<file path="config.mk">
export PLATFORM = sky130hd
export DESIGN_NAME = board_io_frontend
export DESIGN_NICKNAME = d
export VERILOG_FILES = /design/src/rtl/board_io_pkg.sv /design/src/rtl/board_io_frontend_debounce.sv /design/src/rtl/board_io_frontend.sv
export SDC_FILE = /design/constraint.sdc
export NUM_CORES = 1
export LEC_CHECK = 0
export ABC_CLOCK_PERIOD_IN_PS = 3510
export CORE_ASPECT_RATIO = 2
export CORE_UTILIZATION = 60
export DETAILED_ROUTE_END_ITERATION = 8
export PLACE_DENSITY = 0.9
export SYNTH_ARGS = -nofsm -noshare
export SYNTH_HDL_FRONTEND = slang
export SYNTH_SLANG_ARGS = --single-unit
export TNS_END_PERCENT = 20
</file>
<file path="constraint.sdc">
create_clock -name clk_i -period 3.51 [get_ports clk_i]
set_clock_uncertainty 0.15 [all_clocks]
set_input_delay 0.8775 -clock clk_i [delete_from_list [all_inputs] [get_ports clk_i]]
set_output_delay 0.8775 -clock clk_i [all_outputs]
set_load 0.005 [all_outputs]
</file>
<file path="src/rtl/board_io_pkg.sv">
// board_io_pkg -- shared encodings and helpers for the board I/O front end.
//   EVT_RISE/EVT_FALL/EVT_BOTH : encodings for the EVT_MODE parameter.
//   deb_cnt_w()                : debounce counter width for a given stable-cycle count.
`timescale 1ns/1ps
package board_io_pkg;

  localparam int EVT_RISE = 0;
  localparam int EVT_FALL = 1;
  localparam int EVT_BOTH = 2;

  // Width able to hold 0..cycles; never below 1 bit.
  function automatic int deb_cnt_w(input int cycles);
    return (cycles < 1) ? 1 : $clog2(cycles + 1);
  endfunction

endpackage

</file>
<file path="src/rtl/board_io_frontend_debounce.sv">
// io_debounce -- one input channel: 2-FF synchronizer, counter debouncer and
// registered rise/fall pulses aligned with the stable-level update.
// Ports:
//   clk_i, arst_n_i : clock, async active-low reset
//   raw_i           : raw asynchronous pin
//   stable_o        : debounced level
//   rise_o, fall_o  : 1-cycle pulses in the first cycle stable_o shows the new level
`timescale 1ns/1ps
module io_debounce
  import board_io_pkg::*;
#(
  parameter int DEB_CYCLES = 50000
) (
  input  logic clk_i,
  input  logic arst_n_i,
  input  logic raw_i,
  output logic stable_o,
  output logic rise_o,
  output logic fall_o
);

  localparam int              CW       = deb_cnt_w(DEB_CYCLES);
  localparam logic [CW-1:0]   CNT_LAST = CW'(DEB_CYCLES - 1);

  logic [1:0]    sync_q;
  logic [CW-1:0] cnt_q;
  logic          stable_q, rise_q, fall_q;

  always_ff @(posedge clk_i or negedge arst_n_i) begin
    if (!arst_n_i) begin
      sync_q   <= '0;
      cnt_q    <= '0;
      stable_q <= 1'b0;
      rise_q   <= 1'b0;
      fall_q   <= 1'b0;
    end else begin
      sync_q <= {sync_q[0], raw_i};
      rise_q <= 1'b0;
      fall_q <= 1'b0;
      if (sync_q[1] == stable_q) begin
        // Any return to the accepted level restarts the qualification window.
        cnt_q <= '0;
      end else if (cnt_q == CNT_LAST) begin
        stable_q <= sync_q[1];
        cnt_q    <= '0;
        rise_q   <= sync_q[1];
        fall_q   <= ~sync_q[1];
      end else begin
        cnt_q <= cnt_q + CW'(1);
      end
    end
  end

  assign stable_o = stable_q;
  assign rise_o   = rise_q;
  assign fall_o   = fall_q;

endmodule

</file>
<file path="src/rtl/board_io_frontend.sv">
// board_io_frontend -- conditioning between raw board pins and the GPIO bus.
// Inputs are synchronized, debounced, edge-detected and latched into sticky
// event flags; LED outputs are registered and optionally PWM-dimmed.
// Optional feature macro: BOARD_IO_PWM_EN (global PWM brightness). Without it
// led_duty_i is ignored and led_o is simply led_val_i delayed one cycle.
// Ports:
//   clk_i, arst_n_i : clock, async active-low reset
//   in_raw_i        : raw pin inputs (IN_CH)
//   in_stable_o     : debounced levels
//   in_rise_o/in_fall_o : 1-cycle edge pulses on debounced levels
//   event_o         : sticky edge flags (source selected by EVT_MODE)
//   event_clr_i     : per-bit clear of event_o (a same-cycle set wins)
//   led_val_i       : LED on/off request (OUT_CH)
//   led_duty_i      : global brightness duty (PWM_W)
//   led_o           : registered LED pin drive
`timescale 1ns/1ps
module board_io_frontend
  import board_io_pkg::*;
#(
  parameter int IN_CH      = 12,
  parameter int OUT_CH     = 8,
  parameter int DEB_CYCLES = 50000,
  parameter int EVT_MODE   = 0,
  parameter int PWM_W      = 8,
  parameter int PRESCALE   = 16
) (
  input  logic              clk_i,
  input  logic              arst_n_i,
  input  logic [IN_CH-1:0]  in_raw_i,
  output logic [IN_CH-1:0]  in_stable_o,
  output logic [IN_CH-1:0]  in_rise_o,
  output logic [IN_CH-1:0]  in_fall_o,
  output logic [IN_CH-1:0]  event_o,
  input  logic [IN_CH-1:0]  event_clr_i,
  input  logic [OUT_CH-1:0] led_val_i,
  input  logic [PWM_W-1:0]  led_duty_i,
  output logic [OUT_CH-1:0] led_o
);

  // ---------------- input channels ----------------
  logic [IN_CH-1:0] stable, rise, fall;

  for (genvar g = 0; g < IN_CH; g++) begin : g_ch
    io_debounce #(.DEB_CYCLES(DEB_CYCLES)) u_deb (
      .clk_i    (clk_i),
      .arst_n_i (arst_n_i),
      .raw_i    (in_raw_i[g]),
      .stable_o (stable[g]),
      .rise_o   (rise[g]),
      .fall_o   (fall[g])
    );
  end

  assign in_stable_o = stable;
  assign in_rise_o   = rise;
  assign in_fall_o   = fall;

  // ---------------- sticky events ----------------
  // rise/fall are already registered, so the flag sets on the edge after the
  // pulse appears... except we want the same cycle: use the pulse sources'
  // next-state equivalent by registering on the same edge via the pulse itself
  // one cycle later would lag. Instead the flag is OR-ed combinationally with
  // the current pulse, so event_o shows the event in the pulse cycle.
  logic [IN_CH-1:0] ev_src, event_q;

  always_comb begin
    ev_src = rise | fall;
    if (EVT_MODE == EVT_RISE) ev_src = rise;
    if (EVT_MODE == EVT_FALL) ev_src = fall;
  end

  // A pulse arriving while clear is asserted survives (set wins): the pulse
  // shows through event_o now and is captured into event_q for later cycles.
  always_ff @(posedge clk_i or negedge arst_n_i) begin
    if (!arst_n_i) event_q <= '0;
    else           event_q <= ev_src | (event_q & ~event_clr_i);
  end

  assign event_o = event_q | ev_src;

  // ---------------- LED drive ----------------
  logic [OUT_CH-1:0] led_q;

`ifdef BOARD_IO_PWM_EN
  localparam int               PSW     = (PRESCALE > 1) ? $clog2(PRESCALE) : 1;
  localparam logic [PSW-1:0]   PS_LAST = PSW'(PRESCALE - 1);

  logic [PSW-1:0]   presc_q;
  logic [PWM_W-1:0] pwm_cnt_q, duty_sh_q;
  logic             presc_tc, pwm_on;

  assign presc_tc = (presc_q == PS_LAST);
  assign pwm_on   = (&duty_sh_q) | (pwm_cnt_q < duty_sh_q);

  always_ff @(posedge clk_i or negedge arst_n_i) begin
    if (!arst_n_i) begin
      presc_q   <= '0;
      pwm_cnt_q <= '0;
      duty_sh_q <= '1;
    end else if (presc_tc) begin
      presc_q   <= '0;
      pwm_cnt_q <= pwm_cnt_q + PWM_W'(1);
      // Duty only changes at a period boundary so no partial period glitches.
      if (&pwm_cnt_q) duty_sh_q <= led_duty_i;
    end else begin
      presc_q <= presc_q + PSW'(1);
    end
  end

  always_ff @(posedge clk_i or negedge arst_n_i) begin
    if (!arst_n_i) led_q <= '0;
    else           led_q <= led_val_i & {OUT_CH{pwm_on}};
  end
`else
  localparam int    PRESCALE_UNUSED = PRESCALE;
  logic [PWM_W-1:0] duty_unused;
  assign duty_unused = led_duty_i;

  always_ff @(posedge clk_i or negedge arst_n_i) begin
    if (!arst_n_i) led_q <= '0;
    else           led_q <= led_val_i;
  end
`endif

  assign led_o = led_q;

endmodule

</file>
==> metrics.yaml <==
setup_path:
  endpoint_kind: "output port"
  slowest_stage: "clkdlybuf4s50_1"
  crit_family: "buffers and inverters"
  startpoint_type: "flop"
  crit_arrival_ns: 1.66
  crit_fanout: 2
  crit_chain: "or2_2, clkdlybuf4s50_1"
  worstPathRequired_ns: 2.48
  path_class: "flop to output port"
  path_buf_inv: 1
  max_stage_delay_ns: 0.46
floorplanning:
  initial_utilization: 0.618
  die-area_sq_um: 21200
  core.rowCount: 73
  chipWidth_um: 103
  io_pins: 98
  core_area_sq_um: 20000
  die_h_um: 205
yosys:
  async_flop_share: 1.00
  ys.warnings.count: 0
  ys_types: 42
  synth_seq_cells: 272
  synth_enable_flop_cells: 0
  synth_flop_cell: "dfrtp_1"
  syn_nets: 1223
  synth_cells: 1169
  syn_area_per_cell_sq_um: 10.6
  netlist_area_sq_um: 12400
  ys_seq_area_frac: 0.551
detailed_routing:
  drt_first_pass_iters: 5
  wl_um: 23700
  dr.first_iter.drc_count: 422
  vias: 8675
  detail-route-antenna-nets: 0
  via_per_inst: 5.71
  drcViolationCount: 0
  wire_per_inst_um: 15.6
clock_network:
  cts_tree: "yes"
  cts.root.buffer_cell: "clkbuf_16"
  hold_buffers: 0
  cts.sinks: 272
  cts.clk_slew.worst_paths_ns: 0.06
  cts_buffer_depth: 3
  htree_levels: 1
  clock_latency_ns: 0.51
  cts_resized: 0
  post_cts_buffers: 0
  cts_buffers: 24
sta:
  fin_crit_sh: 0.764
  finalHoldViolCount: 0
  fin_setup_tns_ns: 0
  drv_slew: 0
  setup_viol: 0
  rsz0062_at_grt: "no"
  timing_worst_slew_pin_value_ns: 0.754
  max_clock_freq_mhz: 373
  relSlewSlack: 0.492
  min_period_ns: 2.68
pwr:
  ir_drop_v: 0.000477
  power_density_nw_per_um2: 448
  p_leak_nw: 5.89
finish:
  final_layout_size_suffix_gt1_frac: 0.0701
  nFillCells: 1347
  diodes: 0
  layout_common_cells: "272 x dfrtp_1, 217 x nor2_1, 142 x xnor2_1"
  fin_nets: 1292
  final_common_cell: "dfrtp_1"
  fin_area_sq_um: 14200
  areaGrowthSynthToFinish_pct: 14.9
grt:
  grt_pass1_vias: 9031
  grt_pass1_wl_um: 40400
  grt_usage: 0.236
  grt_max_degree: 74
  grt-ovfl-total: 0
  antenna_found_initial: 0
placement:
  port_buffers: 89
  place_area_sq_um: 13300
  hpwl_um: 16000
  place_congestion: 0.872
flow_run:
  drv_cap: 0
min_path:
  hold_path_class: "primary input to async pin"
run_status:
  outcome: "completed"
==> through the flow <==
step	std cells	setup WS [ns]	hold slack, ns	power [mW]	utilization
floorplan	1169	1.47	0.181	3.37	-
global placement	1474	1.30	0.183	3.51	0.665
detailed placement	1474	1.29	0.185	3.52	0.665
CTS	1518	0.802	0.177	6.42	0.709
global route	1518	0.774	0.205	6.57	0.709
finish	1518	0.827	0.169	6.36	0.709
==> routing by layer <==
layer	track usage	vias to the layer above	routed length, um	share of wire
met5	0	-	0	0
met4	0.0840	0	647	0.027
met3	0.0304	66	868	0.037
met2	0.455	231	13600	0.57
met1	0.254	4287	8570	0.36
li1	-	4091	-	-
==> flip-flops by register name, summed over array words and instances (netlist names) <==
signal and cells:
g_ch.u_deb.cnt_q 192, g_ch.u_deb.sync_q 24, event_q 12, g_ch.u_deb.fall_o 12
g_ch.u_deb.rise_o 12, g_ch.u_deb.stable_o 12, led_o 8
==> cells by family after synthesis <==
group | share of synthesized area
mux | 0.0127
flops | 0.551
fa+ha+maj | 0.0122
compound gates | 0.0163
simple gates | 0.241
buf+inv | 0.0421
xor+xnor | 0.125
==> layout make-up <==
type / count / area [sq um] / share of cell area
sequential: 272 / 6810 / 0.480
tap: 262 / 328 / 0.0231
inverter: 41 / 154 / 0.0108
timing repair buffer: 97 / 993 / 0.0700
clock buffer: 34 / 699 / 0.0493
clock inverter: 10 / 183 / 0.0129
multi-input combinational: 802 / 5030 / 0.354
==> worst register-to-register path: stages (launching register included) <==
cell	delay, ns
dfrtp_1	0.45
nor4_1	0.50
nand4_1	0.16
o31ai_1	0.58
buf_4	0.28
nor2_1	0.06
==> Yosys cell counts, drive strengths merged, types with 3 or more instances <==
cell type	n	area, sq um
dfrtp	272	6810
nor2	217	815
xnor2	142	1240
nand3	66	330
nand4	54	338
nor4	53	332
nand2	51	214
buf	45	333
inv	41	154
nor3	40	200
xor2	34	298
nor3b	25	188
and3	18	114
or2	14	87.6
a21o	12	90.1
ha	12	150
mux2	12	146
clkbuf	9	33.8
nor4bb	9	90.1
or4	7	63.8
nor4b	5	43.8
a21oi	4	20.0
or3	4	25.0
nand3b	3	22.5
nand4b	3	26.3
o41ai	3	48.8
or4bb	3	33.8
==> report_power, final <==
group	switching [mW]	total, mW	internal (mW)	leakage (nW)
Sequential	0.0513	3.24	3.19	3.70
Clock	1.13	2.89	1.76	0.422
Combinational	0.133	0.225	0.0925	1.77
Total	1.32	6.36	5.04	5.89
==> worst paths after layout <==
kind	startpoint	slack, ns	end	cells after the start
worst max-delay path	event_q[3]	0.83	event_o[3]	2
worst min-delay path	arst_n_i	0.17	g_ch[10].u_deb.cnt_q[11]	1
worst max register to register	g_ch[9].u_deb.cnt_q[10]	1.21	g_ch[9].u_deb.cnt_q[12]	5
worst min register to register	g_ch[8].u_deb.sync_q[0]	0.20	g_ch[8].u_deb.sync_q[1]	0
max in group asynchronous	arst_n_i	2.27	g_ch[3].u_deb.fall_o	2
min in group clk_i	g_ch[8].u_deb.sync_q[0]	0.20	g_ch[8].u_deb.sync_q[1]	0
Power figures use the tool's default switching activity.
